### src/rtl/ram_mem_arbiter.sv
// Round-robin arbiter sharing one single-port RAM between two masters; RAM_ARB_BOUNDS_EN adds window checking.
// Latency: valid in IDLE -> ram_ce next cycle -> ready the cycle after; losers hold valid and wait.
module ram_mem_arbiter #(
  parameter int unsigned RAM_AW    = 10,
  parameter logic [31:0] BASE_ADDR = 32'h0000_0000
) (
  input  logic              clk,
  input  logic              rst,
  input  logic              m0_valid,
  input  logic [31:0]       m0_addr,
  input  logic [31:0]       m0_wdata,
  input  logic [3:0]        m0_wstrb,
  output logic              m0_ready,
  output logic [31:0]       m0_rdata,
  input  logic              m1_valid,
  input  logic [31:0]       m1_addr,
  input  logic [31:0]       m1_wdata,
  input  logic [3:0]        m1_wstrb,
  output logic              m1_ready,
  output logic [31:0]       m1_rdata,
  output logic              ram_ce,
  output logic [3:0]        ram_wstrb,
  output logic [RAM_AW-1:0] ram_ad,
  output logic [31:0]       ram_din,
  input  logic [31:0]       ram_dout,
  output logic              busy,
  output logic              grant,
  output logic              err
);

  typedef enum logic [1:0] {IDLE, ACCESS, RESP} state_t;

  typedef struct packed {
    logic [31:0] addr;
    logic [31:0] wdata;
    logic [3:0]  wstrb;
  } req_t;

  state_t            state_q, state_d;
  logic              grant_q, grant_d;
  logic              last_grant_q, last_grant_d;
  logic              ram_ce_q, ram_ce_d;
  logic [3:0]        ram_wstrb_q, ram_wstrb_d;
  logic [RAM_AW-1:0] ram_ad_q, ram_ad_d;
  logic [31:0]       ram_din_q, ram_din_d;
  logic              m0_ready_q, m0_ready_d;
  logic              m1_ready_q, m1_ready_d;
  logic              rd_q, rd_d;
  logic              busy_q, busy_d;
  logic              err_q, err_d;

  logic              win;
  req_t              win_req;
  logic              in_range;
  logic              unused_bits;

  // On a tie the master that did not win last time goes first.
  assign win     = (m0_valid && m1_valid) ? ~last_grant_q : m1_valid;
  assign win_req = win ? {m1_addr, m1_wdata, m1_wstrb} : {m0_addr, m0_wdata, m0_wstrb};

`ifdef RAM_ARB_BOUNDS_EN
  assign in_range = (win_req.addr[31:RAM_AW+2] == BASE_ADDR[31:RAM_AW+2]);
`else
  assign in_range = 1'b1;
`endif

  assign unused_bits = ^{win_req.addr[1:0], win_req.addr[31:RAM_AW+2], BASE_ADDR};

  always_comb begin
    state_d      = state_q;
    grant_d      = grant_q;
    last_grant_d = last_grant_q;
    ram_ce_d     = 1'b0;
    ram_wstrb_d  = ram_wstrb_q;
    ram_ad_d     = ram_ad_q;
    ram_din_d    = ram_din_q;
    m0_ready_d   = 1'b0;
    m1_ready_d   = 1'b0;
    rd_d         = 1'b0;
    err_d        = 1'b0;
    case (state_q)
      IDLE: begin
        if (m0_valid || m1_valid) begin
          grant_d      = win;
          last_grant_d = win;
          if (in_range) begin
            state_d     = ACCESS;
            ram_ce_d    = 1'b1;
            ram_ad_d    = win_req.addr[RAM_AW+1:2];
            ram_din_d   = win_req.wdata;
            ram_wstrb_d = win_req.wstrb;
          end else begin
            // Out-of-window request never touches the RAM.
            state_d    = RESP;
            m0_ready_d = ~win;
            m1_ready_d = win;
            err_d      = 1'b1;
          end
        end
      end
      ACCESS: begin
        state_d     = RESP;
        m0_ready_d  = ~grant_q;
        m1_ready_d  = grant_q;
        rd_d        = (ram_wstrb_q == 4'h0);
        ram_wstrb_d = 4'h0;
      end
      RESP:    state_d = IDLE;
      default: state_d = IDLE;
    endcase
    busy_d = (state_d != IDLE);
  end

  always_ff @(posedge clk) begin
    if (rst) begin
      state_q      <= IDLE;
      grant_q      <= 1'b0;
      last_grant_q <= 1'b1;
      ram_ce_q     <= 1'b0;
      ram_wstrb_q  <= 4'h0;
      ram_ad_q     <= '0;
      ram_din_q    <= 32'h0;
      m0_ready_q   <= 1'b0;
      m1_ready_q   <= 1'b0;
      rd_q         <= 1'b0;
      busy_q       <= 1'b0;
      err_q        <= 1'b0;
    end else begin
      state_q      <= state_d;
      grant_q      <= grant_d;
      last_grant_q <= last_grant_d;
      ram_ce_q     <= ram_ce_d;
      ram_wstrb_q  <= ram_wstrb_d;
      ram_ad_q     <= ram_ad_d;
      ram_din_q    <= ram_din_d;
      m0_ready_q   <= m0_ready_d;
      m1_ready_q   <= m1_ready_d;
      rd_q         <= rd_d;
      busy_q       <= busy_d;
      err_q        <= err_d;
    end
  end

  // RAM read data only arrives in the response cycle, so it is gated rather than re-registered.
  assign m0_rdata  = (m0_ready_q && rd_q) ? ram_dout : 32'h0;
  assign m1_rdata  = (m1_ready_q && rd_q) ? ram_dout : 32'h0;
  assign m0_ready  = m0_ready_q;
  assign m1_ready  = m1_ready_q;
  assign ram_ce    = ram_ce_q;
  assign ram_wstrb = ram_wstrb_q;
  assign ram_ad    = ram_ad_q;
  assign ram_din   = ram_din_q;
  assign busy      = busy_q;
  assign grant     = grant_q;
  assign err       = err_q;

endmodule

### config.mk
export PLATFORM = sky130hd
export DESIGN_NAME = ram_mem_arbiter
export DESIGN_NICKNAME = d
export VERILOG_FILES = /design/src/rtl/ram_mem_arbiter.sv
export SDC_FILE = /design/constraint.sdc
export NUM_CORES = 1
export LEC_CHECK = 0
export ABC_CLOCK_PERIOD_IN_PS = 1900
export CAP_MARGIN = 20
export CORE_AREA = 2 2 112 114
export DETAILED_ROUTE_END_ITERATION = 7
export DIE_AREA = 0 0 114 116
export GPL_TIMING_DRIVEN = 0
export PLACE_DENSITY = 0.69
export REMOVE_ABC_BUFFERS = 1
export SYNTH_ARGS = -nofsm -noshare
export SYNTH_HDL_FRONTEND = slang
export SYNTH_SLANG_ARGS = --single-unit
export TNS_END_PERCENT = 1
### constraint.sdc
create_clock -name clk -period 1.9 [get_ports clk]
set_input_delay 0.285 -clock clk [delete_from_list [all_inputs] [get_ports clk]]
set_output_delay 0.285 -clock clk [all_outputs]
set_load 0.005 [all_outputs]
==> reports/results.txt <==
The flow ran to the end, and the final reports show no timing, DRC or antenna violations. In this run the standard cell core region covers 11,900 µm². The share of total power dissipated in the clock network is 27.7%. The startpoint identified for the worst register-to-register timing path is state_q[0]$_SDFF_PP0_. During I/O placement, the number of pins put on the boundary was 288.

Along the worst path, the maximum fanout reaches 25. The worst slack after detailed placement is -1.00 ns, and the number of stages on the worst hold path is 1. The number of buffers on the longest clock path was 2. The run gives 3,450 as the number of global-route vias before repair.

In this run the cell area measured after placement is 5590 µm². The first global-routing pass estimated 18.4 mm of wire. Across the run, the number of max-cap violations was 0. The tools report the net switching component of the power as 983 µW.

The worst setup path is of the reg -> out kind. The power density of the placed cells is 592 nW/µm², and the count of H-tree levels built during CTS is 2. For the final database, setup skew stands at 0.00696 ns. Based on the critical path, the design can be clocked at up to 0.533 GHz. After detailed routing, the number of remaining DRC violations is 0. Dividing the synthesized area by the synthesized cell count gives 8.50 µm². Data on the critical path is required at its endpoint by 1.62 ns. The number of routed nets with antenna violations is 0. The synthesized netlist contains 24 unique library cells.

Power comes to 3440 µW. In the final layout, the multi-input gates occupy 1790 µm². Overall routed net length: 12.3 mm.

Entering global routing, the biggest net connects 51 pins. The logs give 0 for the count of endpoints failing setup in the final report and 55 for the number of clock sinks seen by CTS. The filler cells instantiated in the layout total 1,145.

Per report_power, the combinational group accounts for 32.7% of the total. The tightest slew margin relative to the limit is 52.2%, and the register clock-pin slew on the reported worst setup and hold paths is 0.07 ns. In this run the static leakage power is 0.00237 µW.

The pre-antenna-repair detailed-routing pass consisted of 4 iterations. The fraction of layout cells with a size suffix above 1 was 11.5%. The final layout contains 752 nets. The path type of the worst min-delay path was reg -> reg.

Summing all non-filler instances in the final layout gives an area of 5820 µm². After layout, the worst setup slack is 0.0232 ns. TritonCTS built the clock tree. STA classifies the critical path startpoint as a flip-flop. Global routing used 17.5% of the available tracks across all layers.

Row generation in the floorplan step produced 40 rows. Setup slack on the worst reg-to-reg path comes out at 0.13 ns. The run gives 8.35 mm as the estimated wirelength of the detail-placed design. STA classifies the critical path endpoint as an output port. The switching fraction of total power is 28.5%. The root buffer cell chosen for the clock tree is sky130_fd_sc_hd__clkbuf_16. Number of pins exceeding their max-slew limit in the final report: 0. Broken down by cell family, the worst path's largest delay share belongs to buffers and inverters. Buffers inserted during clock tree synthesis total 5. The path with the worst hold slack has its endpoint at m0_ready$_SDFF_PP0_. The worst register-to-register path ends at ram_din[19]$_SDFFE_PP0P_. The run gives 0 as the number of buffers inserted for hold repair after clock tree synthesis. The run gives 0 as the initial antenna violation count. The run gives 13,200 µm² as the die outline area. The number of cells produced by synthesis is 364, and the detailed-route vias per instance is 4.90.

Input and output buffers added on the ports amount to 242. The final clock period utilization by the worst path works out to 98.8%. The largest individual stage delay along the critical path comes from the cell sky130_fd_sc_hd__clkdlybuf4s50_1. Cell-internal power: 2460 µW. The number of cells on the worst reg-to-reg path is 3. Number of buffers and inverters on the critical path: 2. For this run, the slowest stage of the critical path takes 0.50 ns.

The flop and latch count out of synthesis is 55, and the register area is 1110 µm². The post-route minimum period was 1.88 ns; the register area share after synthesis was 35.6%. The worst endpoint data arrival time was 1.59 ns; the worst supply voltage drop on vdd was 0.000346 V. The run gives 3090 µm² as the netlist area before placement.

The initial utilization of the core area, before any placement, comes to 26.0%. In the final routed layout, each cell accounts on average for 16.9 µm. Traced cell by cell, the critical path runs through clkbuf_16, and3_1, clkdlybuf4s50_1. The repair_antennas step left the layout with diodes totalling 0.

The layout overhead on the synthesized area works out to 88.1%. The number of warnings reported in the yosys synthesis log is 0, and the hold violation total from the final report is 0. The clock latency on the worst-skew pair is 0.29 ns. The die height was 116 µm. The detailed router finished its first iteration with 141 violations.

The actual transition at the worst max-transition pin was 0.716 ns. From left edge to right edge, the die measures 114 µm. The tools report the count of vias placed by the detailed router as 3,566. In this run the most critical hold path is launched from grant$_SDFFE_PP0P_.

The tools report the proportion of power drawn by flip-flops and latches as 39.6%. At the end of routability-driven placement, the weighted congestion stood at 0.799. For the global route total overflow, the log shows 0.
-- synthesized netlist by cell type, drive strengths merged --
library cell | n | area, µm²
a21bo | 2 | 20.0
a21boi | 1 | 11.3
a21oi | 44 | 220
a221o | 1 | 10.0
a311oi | 42 | 618
and2 | 1 | 8.76
and3 | 65 | 407
buf | 16 | 123
clkbuf | 27 | 101
conb | 1 | 3.75
dfxtp | 55 | 1100
inv | 4 | 15.0
mux2i | 4 | 40.0
nand2 | 88 | 330
nand3b | 1 | 7.51
nor2 | 4 | 15.0
nor2b | 1 | 6.26
o2bb2ai | 4 | 35.0
or2 | 1 | 6.26
or3 | 1 | 6.26
or4 | 1 | 7.51
-- layout by cell type, fill, tap and decap left out, drive strengths merged --
master,count
or4,1
clkdlybuf4s50,238
dlygate4sd2,3
and3,65
a221o,1
a21oi,44
o2bb2ai,4
mux2i,4
conb,1
or2,2
dfxtp,55
clkinv,1
and2,2
a21boi,1
nand2,88
a311oi,42
nand3b,1
or3,1
clkbuf,8
nor2b,1
inv,4
nor2,4
buf,8
a21bo,2
-- per-stage QoR --
| step | utilization (%) | hold slack [ns] | instances | setup TNS [ns] |
|---|---|---|---|---|
| final | 48.8 | 0.479 | 728 | 0 |
| after global routing | 48.8 | 0.498 | 728 | -0.0238 |
| after CTS | 48.4 | 0.487 | 724 | -0.00737 |
| after detailed placement | 46.9 | 0.473 | 714 | -44.64 |
| after global placement | 46.0 | 0.443 | 710 | -140.64 |
| after floorplan | - | 0.353 | 321 | -42.73 |
-- registers in the layout (all words and copies together) (netlist names) --
signal	cells
ram_din	32
grant	1
m1_ready	1
ram_ad	10
busy	1
last_grant_q	1
ram_ce	1
ram_wstrb	4
state_q	2
m0_ready	1
rd_q	1
-- area by class of cell --
| class | count | share of cell area (%) |
|---|---|---|
| inverters | 4 | 0.258 |
| clock buffers | 7 | 2.45 |
| clock inverters | 1 | 0.151 |
| well taps | 147 | 3.16 |
| flip-flops and latches | 55 | 19.1 |
| multi-input cells | 264 | 30.8 |
| repair buffers | 250 | 44.1 |
-- routing by layer --
layer  part of all wire [%]  wire, µm  up-vias  track usage (%)
met1                     39      4780     1653             19.3
met3                    8.8      1090        8             5.07
met4                    1.1       132        0             3.66
met5                      0         0        -                0
met2                     51      6340      163             33.3
li1                       -         -     1742                -
-- power groups by stage --
| stage | combinational [µW] | sequential (µW) | clock (µW) |
|---|---|---|---|
| after floorplan | 404 | 1390 | 0 |
| after global placement | 1050 | 1390 | 0 |
| after detailed placement | 1100 | 1390 | 0 |
| after CTS | 1130 | 1370 | 987 |
| after global routing | 1210 | 1380 | 1030 |
| final | 1130 | 1360 | 952 |
-- timing repair --
item | in CTS | in global routing
setup buffers | 0 | 3
pin swaps | 1 | 0
endpoints found under the hold margin | 0 | 0
gates resized for setup | 12 | 0
gates cloned | 2 | 1
endpoints found under the setup margin | 115 | 49
-- cell families (layout without fill, tap and decap cells) --
family                 count (synthesis)  after routing  synth area share, %
buffers and inverters                 47            262                 7.73
other                                  1              1                0.121
muxes                                  4              4                 1.29
DFF                                   55             55                 35.6
and+or+nand+nor                      163            165                 25.7
AOI/OAI and AO/OA                     94             94                 29.6
-- worst max path at each step --
stage	startpoint	to	slack, ns	cells after the start
5_1_grt	rd_q$_SDFF_PP0_	m1_rdata[14]	-0.01	3
3_3_place_gp	state_q[0]$_SDFF_PP0_	ram_din[6]$_SDFFE_PP0P_	-2.34	3
6_report	rd_q$_SDFF_PP0_	m1_rdata[21]	0.02	3
4_1_cts	rd_q$_SDFF_PP0_	m0_rdata[15]	-0.007	3
2_1_floorplan	state_q[0]$_SDFF_PP0_	ram_ad[0]$_SDFFE_PP0P_	-0.91	3
3_5_place_dp	m0_valid	ram_din[19]$_SDFFE_PP0P_	-1.00	4
Power figures use the tool's default switching activity.
